`src/rtl/rst_seq_ctrl_if.sv`:
```
// rtl/rst_seq_ctrl_if.sv - request/response bundle between reset sources and the reset sequencer
interface rst_seq_ctrl_if;
    logic       jtag_req_i;
    logic       wdg_req_i;
    logic       sw_req_i;
    logic       clr_cause_i;
    logic       periph_rst_n_o;
    logic       core_rst_n_o;
    logic       busy_o;
    logic [3:0] rst_cause_o;

    modport master (
        output jtag_req_i,
        output wdg_req_i,
        output sw_req_i,
        output clr_cause_i,
        input  periph_rst_n_o,
        input  core_rst_n_o,
        input  busy_o,
        input  rst_cause_o
    );

    modport slave (
        input  jtag_req_i,
        input  wdg_req_i,
        input  sw_req_i,
        input  clr_cause_i,
        output periph_rst_n_o,
        output core_rst_n_o,
        output busy_o,
        output rst_cause_o
    );
endinterface

```
`src/rtl/rst_seq_ctrl.sv`:
```
// rtl/rst_seq_ctrl.sv - staged reset sequencer, optional cause record under RST_SEQ_CAUSE_EN
module rst_seq_ctrl #(
    parameter int HOLD_CYCLES = 16,
    parameter int STAGE_GAP   = 4,
    parameter int CW          = 5
) (
    input  logic               clk,
    input  logic               rst_n,
    rst_seq_ctrl_if.slave      bus
);

    typedef enum logic [1:0] {
        ST_HOLD   = 2'd0,
        ST_PERIPH = 2'd1,
        ST_RUN    = 2'd2,
        ST_CHOLD  = 2'd3
    } state_t;

    localparam logic [CW-1:0] HOLD_LAST = CW'(HOLD_CYCLES - 1);
    localparam logic [CW-1:0] GAP_LAST  = CW'(STAGE_GAP - 1);
    localparam logic [CW-1:0] CNT_MAX   = '1;

    state_t          r_state;
    state_t          w_state_nxt;
    logic [CW-1:0]   r_cnt;
    logic [CW-1:0]   w_cnt_nxt;
    logic [CW-1:0]   w_cnt_inc;
    logic            w_full_req;
    logic            r_periph_rst_n;
    logic            r_core_rst_n;
    logic            r_busy;

    assign w_full_req = bus.wdg_req_i | bus.sw_req_i;
    // Counter never wraps: it parks at all-ones if a compare is somehow missed.
    assign w_cnt_inc  = (r_cnt == CNT_MAX) ? r_cnt : r_cnt + CW'(1);

    // Next-state and counter: full-system requests beat jtag, jtag freezes the count at 0.
    always_comb begin
        w_state_nxt = r_state;
        w_cnt_nxt   = r_cnt;
        case (r_state)
            ST_HOLD: begin
                if (w_full_req || bus.jtag_req_i) begin
                    w_cnt_nxt = '0;
                end else if (r_cnt == HOLD_LAST) begin
                    w_state_nxt = ST_PERIPH;
                    w_cnt_nxt   = '0;
                end else begin
                    w_cnt_nxt = w_cnt_inc;
                end
            end
            ST_PERIPH: begin
                if (w_full_req) begin
                    w_state_nxt = ST_HOLD;
                    w_cnt_nxt   = '0;
                end else if (bus.jtag_req_i) begin
                    w_cnt_nxt = '0;
                end else if (r_cnt == GAP_LAST) begin
                    w_state_nxt = ST_RUN;
                    w_cnt_nxt   = '0;
                end else begin
                    w_cnt_nxt = w_cnt_inc;
                end
            end
            ST_RUN: begin
                w_cnt_nxt = '0;
                if (w_full_req) begin
                    w_state_nxt = ST_HOLD;
                end else if (bus.jtag_req_i) begin
                    w_state_nxt = ST_CHOLD;
                end
            end
            ST_CHOLD: begin
                if (w_full_req) begin
                    w_state_nxt = ST_HOLD;
                    w_cnt_nxt   = '0;
                end else if (bus.jtag_req_i) begin
                    w_cnt_nxt = '0;
                end else if (r_cnt == HOLD_LAST) begin
                    w_state_nxt = ST_RUN;
                    w_cnt_nxt   = '0;
                end else begin
                    w_cnt_nxt = w_cnt_inc;
                end
            end
            default: begin
                w_state_nxt = ST_HOLD;
                w_cnt_nxt   = '0;
            end
        endcase
    end

    // State, counter and reset outputs all registered from the next state, so a
    // request seen at one edge is reflected on the outputs right after that edge.
    always_ff @(posedge clk or negedge rst_n) begin
        if (!rst_n) begin
            r_state        <= ST_HOLD;
            r_cnt          <= '0;
            r_periph_rst_n <= 1'b0;
            r_core_rst_n   <= 1'b0;
            r_busy         <= 1'b1;
        end else begin
            r_state        <= w_state_nxt;
            r_cnt          <= w_cnt_nxt;
            r_periph_rst_n <= (w_state_nxt != ST_HOLD);
            r_core_rst_n   <= (w_state_nxt == ST_RUN);
            r_busy         <= (w_state_nxt != ST_RUN);
        end
    end

    assign bus.periph_rst_n_o = r_periph_rst_n;
    assign bus.core_rst_n_o   = r_core_rst_n;
    assign bus.busy_o         = r_busy;

`ifdef RST_SEQ_CAUSE_EN
    logic [3:0] r_cause;

    // Sticky cause {sw, wdg, jtag, por}: new requests are ORed in after any clear.
    always_ff @(posedge clk or negedge rst_n) begin
        if (!rst_n) begin
            r_cause <= 4'b0001;
        end else begin
            r_cause <= (bus.clr_cause_i ? 4'b0000 : r_cause)
                     | {bus.sw_req_i, bus.wdg_req_i, bus.jtag_req_i, 1'b0};
        end
    end

    assign bus.rst_cause_o = r_cause;
`else
    logic w_unused_clr;

    assign w_unused_clr    = bus.clr_cause_i;
    assign bus.rst_cause_o = 4'b0000;
`endif

endmodule
```
`src/flat_wrapper.sv`:
```
// flat-port wrapper written by rule: the top's interface ports become plain ports
module rst_seq_ctrl_flat 
#(
    parameter int HOLD_CYCLES = 16,
    parameter int STAGE_GAP   = 4,
    parameter int CW          = 5
)
  (clk, rst_n, bus_jtag_req_i, bus_wdg_req_i, bus_sw_req_i, bus_clr_cause_i, bus_periph_rst_n_o, bus_core_rst_n_o, bus_busy_o, bus_rst_cause_o);
  rst_seq_ctrl_if bus_i ();
  input  logic clk;
  input  logic rst_n;
  input wire logic [$bits(bus_i.jtag_req_i)-1:0] bus_jtag_req_i;
  input wire logic [$bits(bus_i.wdg_req_i)-1:0] bus_wdg_req_i;
  input wire logic [$bits(bus_i.sw_req_i)-1:0] bus_sw_req_i;
  input wire logic [$bits(bus_i.clr_cause_i)-1:0] bus_clr_cause_i;
  output wire logic [$bits(bus_i.periph_rst_n_o)-1:0] bus_periph_rst_n_o;
  output wire logic [$bits(bus_i.core_rst_n_o)-1:0] bus_core_rst_n_o;
  output wire logic [$bits(bus_i.busy_o)-1:0] bus_busy_o;
  output wire logic [$bits(bus_i.rst_cause_o)-1:0] bus_rst_cause_o;
  assign bus_i.jtag_req_i = bus_jtag_req_i;
  assign bus_i.wdg_req_i = bus_wdg_req_i;
  assign bus_i.sw_req_i = bus_sw_req_i;
  assign bus_i.clr_cause_i = bus_clr_cause_i;
  assign bus_periph_rst_n_o = bus_i.periph_rst_n_o;
  assign bus_core_rst_n_o = bus_i.core_rst_n_o;
  assign bus_busy_o = bus_i.busy_o;
  assign bus_rst_cause_o = bus_i.rst_cause_o;
  rst_seq_ctrl #(.HOLD_CYCLES(HOLD_CYCLES), .STAGE_GAP(STAGE_GAP), .CW(CW)) u_core (.clk(clk), .rst_n(rst_n), .bus(bus_i));
endmodule
```
`config.mk`:
```
export PLATFORM = sky130hd
export DESIGN_NAME = rst_seq_ctrl_flat
export DESIGN_NICKNAME = d
export VERILOG_FILES = /design/src/rtl/rst_seq_ctrl_if.sv /design/src/rtl/rst_seq_ctrl.sv /design/src/flat_wrapper.sv
export SDC_FILE = /design/constraint.sdc
export NUM_CORES = 1
export LEC_CHECK = 0
export BUFFER_PORTS_ARGS = -buffer_cell sky130_fd_sc_hd__buf_2
export CAP_MARGIN = 5
export CORE_AREA = 2 2 39 41
export DETAILED_ROUTE_END_ITERATION = 16
export DIE_AREA = 0 0 41 43
export PLACE_DENSITY = 0.74
export SYNTH_ARGS = -nofsm -noshare
export SYNTH_HDL_FRONTEND = slang
export SYNTH_SLANG_ARGS = --single-unit
```
`constraint.sdc`:
```
create_clock -name clk -period 2.7 [get_ports clk]
set_input_delay 0.27 -clock clk [delete_from_list [all_inputs] [get_ports clk]]
set_output_delay 0.27 -clock clk [all_outputs]
set_load 0.01 [all_outputs]
```
==> run summary <==
Critical Path Sink -> u_core.r_cnt[3]
Synth top area share -> 37.9%
GR Util met2 -> 21.3%
most common cell after layout, fill and taps aside -> dfrtp_1
# nets final -> 78
Peak Freq -> 0.691 GHz
Core ar. -> 1380 um^2
Synth warnings -> 0
Post-Place Worst Slack -> 1.25 ns
clock-pin slew on the worst setup and hold paths -> 0.07 ns
Final Slew Violations -> 0
Setup Total Neg Slack -> 0 ns
Cells after Synth -> 61
Synth area leaders -> dfrtp_1, nor2b_1, buf_4
DRT Wirelength -> 1030 um
crit path from -> u_core.r_cnt[0]
post-detail-place hpwl -> 776 um
first-pass GRT wire length -> 1620 um
Seq/Total Area, Yosys -> 42.3%
Clock Sinks -> 10
largest net degree at the start of global routing -> 11
commonest non-fill, non-tap cells in the layout -> dfrtp_1, nor2_1, buf_2, nor2b_1, conb_1
DIE AREA -> 1760 um^2
row count -> 14
die width -> 41 um
Worst EP arrival -> 1.58 ns
final hold violation count -> 0
area grow syn2layout -> 11.2%
Tmin final -> 1.45 ns
DRT iter0 DRCs -> 9
Mapped Area -> 594 um^2
worst-case reg-to-reg path depth -> 4
r2r setup slk -> 1.25 ns
H-tree levels -> 1
IO Pins -> 13
CTS max path bufs -> 2
vias per cell -> 5.29
Placed Area -> 614 um^2
design area -> 661 um^2
routability cong. -> 0.724
PwrDens -> 466 nW/um^2
CTS root buffer -> clkbuf_4
vias in the first global route -> 416
Clk Latency, worst-skew pair -> 0.26 ns
run status -> complete, no violations
Startpoint Class -> flip-flop
IO buf count -> 7
Die Span Y -> 43 um
fill count -> 136
static leakage -> 0.318 nW
setup violators final -> 0
TritonCTS clock tree -> built
endpoint class of the critical path -> flip-flop
Starting Density -> 42.9%
GR Util met1 -> 16.1%
Worst Setup Slack, final -> 1.25 ns
area of the multi-input gates -> 308 um^2
grt peak-use layer -> met2
DRC viols -> 0
DR vias -> 455
Post-Syn Area per Cell -> 9.74 um^2
remaining antenna violation count -> 0
worst r2r dst -> u_core.r_cnt[3]
number of synthesized register bits -> 10
Ant. Diodes -> 0
wire per inst -> 12.0 um
library cells used by synthesis -> 32
Reg area -> 251 um^2
GRT Util Overall -> 13.7%
Max-Cap Viols -> 0
Worst Path Required -> 2.83 ns
initial antenna violation count -> 0
CTS-repair resized insts -> 0
Final period util -> 53.6%
Setup Crit Path Kind -> reg -> reg
RSZ-0062 raised after global routing -> false
Crit Path Max Fanout -> 8
TritonCTS Buffers -> 3
Setup Skew -> 0.00466 ns
FF-to-FF Start -> u_core.r_cnt[0]
worst vdd ir -> 0.201 mV
met3 Use GR -> 3.14%
hold crit path type -> in -> reg
Yosys top cell by area -> dfrtp_1
DRT Pass-1 Iters -> 4
fraction of layout cells with a size suffix above 1 -> 21.4%
gr ovfl total -> 0
## cell families after synthesis
logic type	Yosys count	synth area share [%]
and+or+nand+nor	27	25.1
muxes	2	3.37
AOI/OAI and AO/OA	13	17.3
other	1	0.631
buffers and inverters	6	7.79
xor gates and xnor gates	1	1.47
adders and majority gates	1	2.10
DFF	10	42.3
## final cells by class
cell class / count / area share [%]
Clock buffer: 4 / 5.49
Multi-Input combinational cell: 48 / 46.6
Sequential cell: 10 / 38.1
Tap cell: 16 / 3.03
Timing Repair Buffer: 8 / 6.82
## power breakdown
group / switching (mW) / internal, mW
registers: 0.00164 / 0.151
logic: 0.0126 / 0.00791
clock network: 0.0526 / 0.0818
## worst min-delay path by stage
stage	from	endpoint	slack [ns]	cells past startpoint
2_1_floorplan	rst_n	u_core.bus.core_rst_n_o	-0.03	0
3_3_place_gp	rst_n	u_core.bus.core_rst_n_o	0.14	1
3_5_place_dp	rst_n	u_core.r_state[1]	0.14	1
4_1_cts	bus_wdg_req_i	u_core.r_state[1]	0.18	2
5_1_grt	bus_sw_req_i	u_core.r_state[1]	0.18	2
6_report	bus_sw_req_i	u_core.r_state[1]	0.18	2
## metal layers
metal / wire length, um / part of all wire (%) / vias up
met2: 527 / 51 / 10
li1: - / - / 229
met1: 448 / 44 / 214
met3: 39 / 3.8 / 2
met5: 0 / 0 / -
met4: 12 / 1.2 / 0
## repair_timing
| action | 4_1_cts | 5_1_grt |
|---|---|---|
| endpoints found under the hold margin | 9 | 0 |
| hold buffers | 1 | 0 |
| setup buffers | 0 | 0 |
## per-stage QoR
stage               hold slack [ns]  cells  utilization [%]  power [mW]
floorplan                   -0.0256     64                -       0.171
global route                  0.183     86             47.7       0.322
detailed placement            0.142     81             44.4       0.175
global placement              0.138     81             44.4       0.175
finish                        0.182     86             47.7       0.308
CTS                           0.179     86             47.7       0.310
## flip-flops by register name (all words and copies together), names as in the netlist
register,count
u_core.r_cnt,5
u_core.bus.core_rst_n_o,1
u_core.bus.periph_rst_n_o,1
u_core.bus.busy_o,1
u_core.r_state,2
## critical path: stages, from the launching register on
cell	delay, ns
dfrtp_1	0.38
ha_1	0.30
nand2_1	0.07
and3_1	0.17
a2111oi_1	0.40
## cell usage after synthesis
cell type and instances:
nand2_1 3, or4b_4 1, a21boi_2 1, nand2b_1 1
o31a_1 1, nor4_1 1, xnor2_1 1, o211a_1 1
buf_4 4, nor2b_1 5, dfstp_2 1, o21a_1 1
ha_1 1, conb_1 1, nand3_1 1, a31oi_1 2
a211oi_1 2, a2111oi_1 1, buf_6 1, a21oi_1 1
nor3_1 2, nand4_1 1, and3_1 2, nor3b_1 1
nand4b_1 1, buf_2 1, o21ai_1 1, a41oi_1 1
dfrtp_1 9, mux2i_1 2, nor2_1 8, o21ai_2 1
No activity file was read; power rests on OpenSTA's default activity.
